==> src/rtl/xpush_reader.sv <==
`default_nettype none
// ============================================================================
// Module   : xpush_reader
// Purpose  : Debounces the 2-bit push-button code (bit0 AC, bit1 C), emits
//            one-cycle command pulses and keeps sticky flags read via sel/rd.
//            Optional macro XPUSH_REPEAT_EN: auto-repeat while a button is held.
// Revision : 1.0 - initial release
// ============================================================================
module xpush_reader #(
  parameter int DEBOUNCE_CYCLES = 16,
  parameter int CNT_W           = 5
) (
  input  logic       clk,
  input  logic       rst,
  input  logic       sel,
  input  logic       rd,
  input  logic [1:0] push_code,
  output logic [1:0] data_out,
  output logic       event_valid,
  output logic       ac_pulse,
  output logic       c_pulse
);

  localparam logic [CNT_W-1:0] CNT_LAST = CNT_W'(DEBOUNCE_CYCLES - 1);

  logic [1:0]       raw_q;
  logic [1:0]       stable_q;
  logic [1:0]       stable_d;
  logic [1:0]       stable_dly_q;
  logic [CNT_W-1:0] cnt_q [2];
  logic [CNT_W-1:0] cnt_d [2];
  logic [1:0]       pending_q;
  logic [1:0]       pending_d;
  logic [1:0]       data_q;
  logic [1:0]       data_d;
  logic             ac_q;
  logic             ac_d;
  logic             c_q;
  logic             c_d;
  logic [1:0]       rise;
  logic [1:0]       ev;
  logic             rd_en;

  always_comb begin
    for (int b = 0; b < 2; b++) begin
      stable_d[b] = stable_q[b];
      cnt_d[b]    = cnt_q[b];
      if (raw_q[b] == stable_q[b]) begin
        cnt_d[b] = '0;
      end else if (cnt_q[b] == CNT_LAST) begin
        stable_d[b] = raw_q[b];
        cnt_d[b]    = '0;
      end else begin
        cnt_d[b] = cnt_q[b] + 1'b1;
      end
    end
  end

  assign rise = stable_q & ~stable_dly_q;

`ifdef XPUSH_REPEAT_EN
  // Counter sits at 0 on the press cycle, so the first repeat lands exactly one
  // period later; reloading with 1 keeps subsequent repeats on the same grid.
  localparam logic [15:0] REP_PERIOD = 16'd50000;

  logic [15:0] rep_q [2];
  logic [15:0] rep_d [2];
  logic [1:0]  rep_fire;

  always_comb begin
    for (int b = 0; b < 2; b++) begin
      rep_fire[b] = 1'b0;
      rep_d[b]    = rep_q[b];
      if (!stable_q[b]) begin
        rep_d[b] = '0;
      end else if (rep_q[b] == REP_PERIOD) begin
        rep_fire[b] = 1'b1;
        rep_d[b]    = 16'd1;
      end else begin
        rep_d[b] = rep_q[b] + 16'd1;
      end
    end
  end

  always_ff @(posedge clk) begin
    if (rst) begin
      rep_q[0] <= '0;
      rep_q[1] <= '0;
    end else begin
      rep_q[0] <= rep_d[0];
      rep_q[1] <= rep_d[1];
    end
  end

  assign ev = rise | rep_fire;
`else
  assign ev = rise;
`endif

  assign rd_en = sel & rd;

  // New events override a same-cycle read clear; AC wipes any pending C.
  always_comb begin
    pending_d = rd_en ? 2'b00 : pending_q;
    if (ev[1]) pending_d[1] = 1'b1;
    if (ev[0]) pending_d = 2'b01;
    data_d = rd_en ? pending_q : data_q;
    ac_d   = ev[0];
    c_d    = ev[1] & ~ev[0];
  end

  always_ff @(posedge clk) begin
    if (rst) begin
      raw_q        <= '0;
      stable_q     <= '0;
      stable_dly_q <= '0;
      cnt_q[0]     <= '0;
      cnt_q[1]     <= '0;
      pending_q    <= '0;
      data_q       <= '0;
      ac_q         <= 1'b0;
      c_q          <= 1'b0;
    end else begin
      raw_q        <= push_code;
      stable_q     <= stable_d;
      stable_dly_q <= stable_q;
      cnt_q[0]     <= cnt_d[0];
      cnt_q[1]     <= cnt_d[1];
      pending_q    <= pending_d;
      data_q       <= data_d;
      ac_q         <= ac_d;
      c_q          <= c_d;
    end
  end

  assign data_out    = data_q;
  assign event_valid = |pending_q;
  assign ac_pulse    = ac_q;
  assign c_pulse     = c_q;

endmodule
`default_nettype wire
==> config.mk <==
export PLATFORM = sky130hd
export DESIGN_NAME = xpush_reader
export DESIGN_NICKNAME = d
export VERILOG_FILES = /design/src/rtl/xpush_reader.sv
export SDC_FILE = /design/constraint.sdc
export NUM_CORES = 1
export LEC_CHECK = 0
export ABC_AREA = 0
export BUFFER_PORTS_ARGS = -buffer_cell sky130_fd_sc_hd__buf_4
export CAP_MARGIN = 20
export CORE_AREA = 3 3 44 46
export CTS_BUF_LIST = sky130_fd_sc_hd__clkbuf_4 sky130_fd_sc_hd__clkbuf_8
export DETAILED_ROUTE_END_ITERATION = 8
export DIE_AREA = 0 0 47 49
export GPL_TIMING_DRIVEN = 1
export PLACE_DENSITY_LB_ADDON = 0.25
export SLEW_MARGIN = 20
export SYNTH_ARGS = -nofsm -noshare
export SYNTH_HDL_FRONTEND = slang
export SYNTH_SLANG_ARGS = --single-unit
==> constraint.sdc <==
create_clock -name clk -period 1.5 [get_ports clk]
set_input_delay 0.15 -clock clk [delete_from_list [all_inputs] [get_ports clk]]
set_output_delay 0.15 -clock clk [all_outputs]
set_load 0.05 [all_outputs]
==> impl_results.md, run 1 <==
* DIE WIDTH at 47 um
* Routed vias at 530
* Synthesized cell area at ~780 um^2
* Post-synth EDFFs at 0
* Cell with the most instances after synthesis: dfxtp_1
* Crit path DAT at 1.69 ns
* Site Rows at 14
* CP required at 1.73 ns
* Worst skew pair latency at 0.30 ns
* Syn Nets at 87
* Port bufs at 10
* Layout Nets at 106
* Pre-CTS setup slack at about 0.0051 ns
* Synth top cells by count: 22 x dfxtp_1, 13 x nor2_1, 7 x nor2b_1
* Crit path from: cnt_q[0][5]$_SDFF_PP0_
* Detail Route Antenna Nets at 0
* Num CTS Buffers at 3
* Area contributors post-synth: dfxtp_1 57%, ha_1 6.4%, nor2_1 6.3%
* Highest clock rate at 686.3 MHz
* Distinct cells, synth at 17
* Worst Path Buf+Inv at 0
* CP Capture Type: register
* Area grow syn2layout at 30.34%
* Sequential area share after synthesis at 56.50%
* N_diodes at 0
* Layout cells sized above 1 at 36.84%
* Setup ws final at 0.04300 ns
* CTS tree: done
* DR pass1 iterations at 3
* CP max-delay cell: or3_4
* Max Cap Violations at 0
* Syn. warnings at 0
* Crit-path max FO at 5
* Area after DPL at 885.9 um^2
* Delay-heaviest family, CP: simple AND/OR/NAND/NOR gates
* Vias in the first global route at 476
* DRT Wirelength at 1161 um
* Grt ovf at 0
* Post-route cell area at 1016 um^2
* Synth top area share at 56.50%
* Final setup vio count at 0
* Initial Util at 50.57%
* Internal reg-to-reg setup slack at 0.04 ns
* Syn Area/Cell at around 10 um^2
* DP Wirelength at 779.5 um
* Min Tclk post-route at 1.457 ns
* Setup Skew at roughly 0.0096 ns
* Setup TNS at 0 ns
* Routed wire per std cell at between 10 and 15 um
* Fin crit share at 97.13%
* Core Area at 1541 um^2
* Asr flop ratio synth at 0%
* CTS Root Cell: clkbuf_4
* Die H at 49 um
* Register bit total from synthesis at 22
* Largest net degree at the start of global routing at 14
* Antenna violations before repair at 0
* Worst setup path end: cnt_q[0][5]$_SDFF_PP0_
* Worst setup path class: register to register
* Worst Max-Slew Pin Slew at between 0.2 and 0.25 ns
* Area leader, netlist: dfxtp_1
* Synth Flop Type: dfxtp_1
* Util after Layout at 65.91%
* Cell chain of the critical path: ha_4, and3_4, ha_4, or3_4, nor2_2
* Syn Inst Count at 77
* Die Footprint at 2303 um^2
* Via density at 4.775
* Worst min path class: input port to register
* Pwr Density at 1050 nW/um^2
* Critical path's most frequent cell: ha_4
* GP Congestion at between 0.6 and 0.7
* CTS Buffer Depth at 2
* Critical path depth at 5
* Slew Limit Fails at 0
* CP Launch Type: register
* Max_slew headroom at 83.32%
* Status: completed
* Drt initial violations at 3
* Clk sink count at 22
* Leakage Power at around 0.4 nW
* Hold_buf cts at 0
* Max incr delay on CP at 0.43 ns
* CTS H-Tree Depth at 1
* RR Startpoint: cnt_q[0][5]$_SDFF_PP0_
* Drt drc at 0
* Clk slew on worst S/H paths at 0.12 ns
* Final Hold Viols at 0
* Ports at 11
* Reg-to-Reg End: cnt_q[0][5]$_SDFF_PP0_
* Worst vdd ir at 0.0007795 V
* Tot GR Track Use at 11.66%
* Worst reg-to-reg path cell count at 5
* First-pass GRT wire length at 1938 um
worst register-to-register path, cell delays in order, from the launching register on:
cell	delay [ns]
dfxtp_4	0.37
ha_4	0.15
and3_4	0.18
ha_4	0.15
or3_4	0.43
nor2_2	0.11
sequential cells by signal, indices dropped and copies added (netlist names):
register and count:
pending_q 2, stable_q 2, ac_pulse 1, c_pulse 1, raw_q 2, data_out 2, stable_dly_q 2, cnt_q 10
what timing repair did:
action,in CTS,in global routing
pin swaps,1,7
resized for setup,1,15
setup endpoints to repair,5,10
buffers inserted,0,3
where the power goes:
group,internal [mW],switching (mW),leakage (nW)
sequential,0.589,0.00402,0.179
clock,0.270,0.166,0.0279
combinational,0.0202,0.0179,0.193
total,0.879,0.188,0.400
placed cells by master (no fill, tap or decap):
master,instances
a21oi_1,4
and3_4,1
xor2_1,2
ha_1,1
and3_1,1
buf_4,15
dfxtp_2,1
nor2_2,7
nor3_1,1
nand3_1,4
dfxtp_1,20
or3_4,2
clkbuf_4,3
dfxtp_4,1
or2_2,1
nor2b_1,7
nor3b_1,1
xnor2_1,4
nand2_1,3
bufinv_16,1
ha_4,2
ha_2,1
nor2_1,6
inv_1,4
mux2i_1,2
how the worst min path moves through the flow:
stage | endpoint | cells past startpoint | startpoint | slack, ns
after floorplan | stable_dly_q[0]$_SDFF_PP0_ | 1 | rst | 0.23
after CTS | raw_q[1]$_SDFF_PP0_ | 2 | push_code[1] | 0.04
after global placement | raw_q[1]$_SDFF_PP0_ | 2 | push_code[1] | 0.36
after global routing | raw_q[0]$_SDFF_PP0_ | 2 | push_code[0] | 0.06
after detailed placement | raw_q[1]$_SDFF_PP0_ | 2 | push_code[1] | 0.37
final | raw_q[1]$_SDFF_PP0_ | 2 | push_code[1] | 0.05
per-stage QoR:
| step | hold WS, ns | power, mW | instances |
|---|---|---|---|
| finish | 0.05281 | 1.067 | 111 |
| global route | 0.05749 | 1.117 | 111 |
| CTS | 0.04492 | 1.080 | 108 |
| detailed placement | 0.3721 | 0.6396 | 104 |
| global placement | 0.3608 | 0.6385 | 104 |
| floorplan | 0.2291 | 0.6229 | 77 |
kinds of logic after synthesis:
logic type / share of synthesized area (%)
xor gates and xnor gates: 6.742
and+or+nand+nor: 22.79
DFF: 56.50
AOI/OAI and AO/OA: 2.568
muxes: 2.568
buffers and inverters: 2.407
adders and majority gates: 6.421
layout make-up:
class	count	area, um^2
timing repair buffer	15	112.6
inverter	4	15.01
clock inverter	1	30.03
multi-input combinational	50	370.4
fill	127	525.5
tap	16	20.02
clock buffer	3	22.52
sequential	22	445.4
layer usage:
layer	routed length [um]	global-route usage, %	part of all wire, %	vias up
met5	0	0	0	-
met4	14	6.912	1.2	0
met3	48	2.583	4.1	2
met2	480	16.74	41	8
met1	617	15.38	53	238
li1	-	-	-	282
No activity file was read; power rests on OpenSTA's default activity.
==> run 2, diff against run 1 <==
- CORE_AREA: 3 3 44 46 -> 3 3 52 54
- DIE_AREA: 0 0 47 49 -> 0 0 55 57
- clock period: 1.5 -> 1.7 ns (I/O delays scaled with it)
==> run 2 against run 1 <==
Compared with the run above:
- maximum frequency is 3.4% lower
- non-clock buffer count is 5 lower
- final cell count is 6.3% higher
- first-iteration DRC count grew to 2.7 times the previous value
- clock-buffer cell count is 1 higher
- cell area is 9.2% lower
- setup slack better by 0.15 ns
- clock skew is 0.0048 ns lower
- largest cell class unchanged
- largest power group unchanged
==> impl_results.md, run 2 (synthesized netlist as in run 1, its figures left out) <==
* Tot GR Track Use at 8.747% (-2.9 points)
* N_diodes at 0 (unchanged)
* Highest clock rate at 663.1 MHz (-3.4%)
* Leading cell type in the layout, fill and taps excluded: dfxtp_1
* Worst skew pair latency at 0.30 ns (about the same)
* Layout Nets at 101 (-4.7%)
* GRT met1 Usage at 11.22% (-4.2 points)
* Grt ovf at 0 (unchanged)
* Max Cap Violations at 0 (unchanged)
* CTS Buffer Depth at 2 (unchanged)
* Reg with most FFs: cnt_q
* Final setup vio count at 0 (unchanged)
* Final Hold Viols at 0 (unchanged)
* Gr busiest metal: met2
* Largest net degree at the start of global routing at 14 (unchanged)
* Core Area at 2255 um^2 (+46%)
* Pre-CTS setup slack at 0.2013 ns (+0.1962 ns)
* CTS tree: done
* # resized after CTS at 0 (-1)
* Hold_buf cts at 0 (unchanged)
* Most frequent cells in the layout: 22 x dfxtp_1, 13 x nor2_1, 10 x buf_4, 7 x nor2b_1
* Initial Util at 34.57% (-16 points)
* Min Tclk post-route at 1.508 ns (+0.05099 ns)
* Max FFs per register at 10 (unchanged)
* Vias in the first global route at 488 (+2.5%)
* GP Congestion at 0.7182 (+3.3%)
* CTS Root Cell: clkbuf_4
* Slew Limit Fails at 0 (unchanged)
* Die Footprint at 3135 um^2 (+36%)
* DR pass1 iterations at 4 (+1)
* Setup Skew at 0.004777 ns (-0.004807 ns)
* Max_slew headroom at 84.90% (+1.6 points)
* Routed wire per std cell at 9.085 um (-13%)
* Die H at 57 um (+16%)
* Leakage Power at 0.3752 nW (-6.2%)
* Met3 Use GR at 5.744% (+3.2 points)
* Antenna violations before repair at 0 (unchanged)
* Clk slew on worst S/H paths at 0.11 ns (about the same)
* Fin crit share at 88.71% (-8.4 points)
* CP required at 1.94 ns (+0.21 ns)
* CP Capture Type: register
* Crit path DAT at 1.75 ns (+0.06 ns)
* Detail Route Antenna Nets at 0 (unchanged)
* Setup ws final at 0.1920 ns (+0.1490 ns)
* Drt initial violations at 8 (+5)
* RSZ-0062 raised after global routing: no
* Area grow syn2layout at 18.30%
* Drt drc at 0 (unchanged)
* Setup TNS at 0 ns (unchanged)
* Routed vias at 520 (-1.9%)
* Worst min path class: input port to register
* CTS H-Tree Depth at 1 (unchanged)
* Num CTS Buffers at 3 (unchanged)
* DIE WIDTH at 55 um (+17%)
* Ports at 11 (unchanged)
* Setup bufs post-CTS at 0 (unchanged)
* Status: completed
* CP Launch Type: register
* M2 GR Usage at 11.66% (-5.1 points)
* Worst Max-Slew Pin Slew at 0.2260 ns (-0.02375 ns)
* Layout filler cell count at 239 (+88%)
* Worst setup path class: register to register
* Internal reg-to-reg setup slack at 0.19 ns (+0.15 ns)
* DRT Wirelength at 1072 um (-7.7%)
* Pwr Density at 897.1 nW/um^2 (-15%)
* First-pass GRT wire length at 1966 um (+1.4%)
* Site Rows at 17 (+3)
* Port bufs at 10 (unchanged)
* Worst vdd ir at 0.0006720 V (-14%)
* Via density at 4.407 (-7.7%)
* Layout cells sized above 1 at 18.89% (-18 points)
* Crit-path max FO at 5 (unchanged)
* Worst hold slack at 0.07604 ns (+0.02323 ns)
* Clk sink count at 22 (unchanged)
[run 2: cell count changes in the layout (fill, tap and decap cells not counted), moves of 2 or more]
cell / change
buf_4: -5
ha_4: -2
nor2_1: +7
nor2_2: -7
ha_1: +3
dfxtp_1: +2
[run 2: final cells by class]
type	instances	area, um^2	share of cell area [%]
Clock buffer	4	36.28	3.935
Multi-Input combinational cell	50	320.3	34.74
Sequential cell	22	440.4	47.76
Inverter	4	15.01	1.628
Timing Repair Buffer	10	75.07	8.141
Tap cell	28	35.03	3.799
[run 2: where the power goes]
group	leakage (nW)	internal, mW	switching (mW)
Sequential	0.178	0.520	0.00315
Clock	0.0210	0.131	0.146
Combinational	0.176	0.0144	0.0130
[run 2: metal layers]
| layer | share of wire (%) | vias to the layer above |
|---|---|---|
| met5 | 0 | - |
| met4 | 1.1 | 0 |
| met1 | 48 | 234 |
| li1 | - | 275 |
| met3 | 7.1 | 2 |
| met2 | 43 | 9 |
[run 2: worst max-delay path, stage by stage, from the launching register on]
cell,delay (ns)
dfxtp_1,0.34
ha_1,0.22
and3_1,0.18
ha_1,0.20
or3_4,0.40
nor2_1,0.11
[run 2: through the flow]
step | cells | instance area, um^2 | power, mW | util [%]
floorplan | 77 | 779.5 | 0.5496 | -
global placement | 114 | 885.9 | 0.5627 | 39.29
detailed placement | 114 | 885.9 | 0.5631 | 39.29
CTS | 118 | 922.1 | 0.8415 | 40.90
global route | 118 | 922.1 | 0.8677 | 40.90
finish | 118 | 922.1 | 0.8272 | 40.90
[run 2: worst paths after layout]
check | endpoint | from | depth (start not counted)
setup / recovery | cnt_q[0][0]$_SDFF_PP0_ | cnt_q[0][0]$_SDFF_PP0_ | 5
hold reg to reg | ac_pulse$_SDFF_PP0_ | stable_dly_q[0]$_SDFF_PP0_ | 1
hold / removal | raw_q[1]$_SDFF_PP0_ | push_code[1] | 2
setup reg to reg | cnt_q[0][0]$_SDFF_PP0_ | cnt_q[0][0]$_SDFF_PP0_ | 5
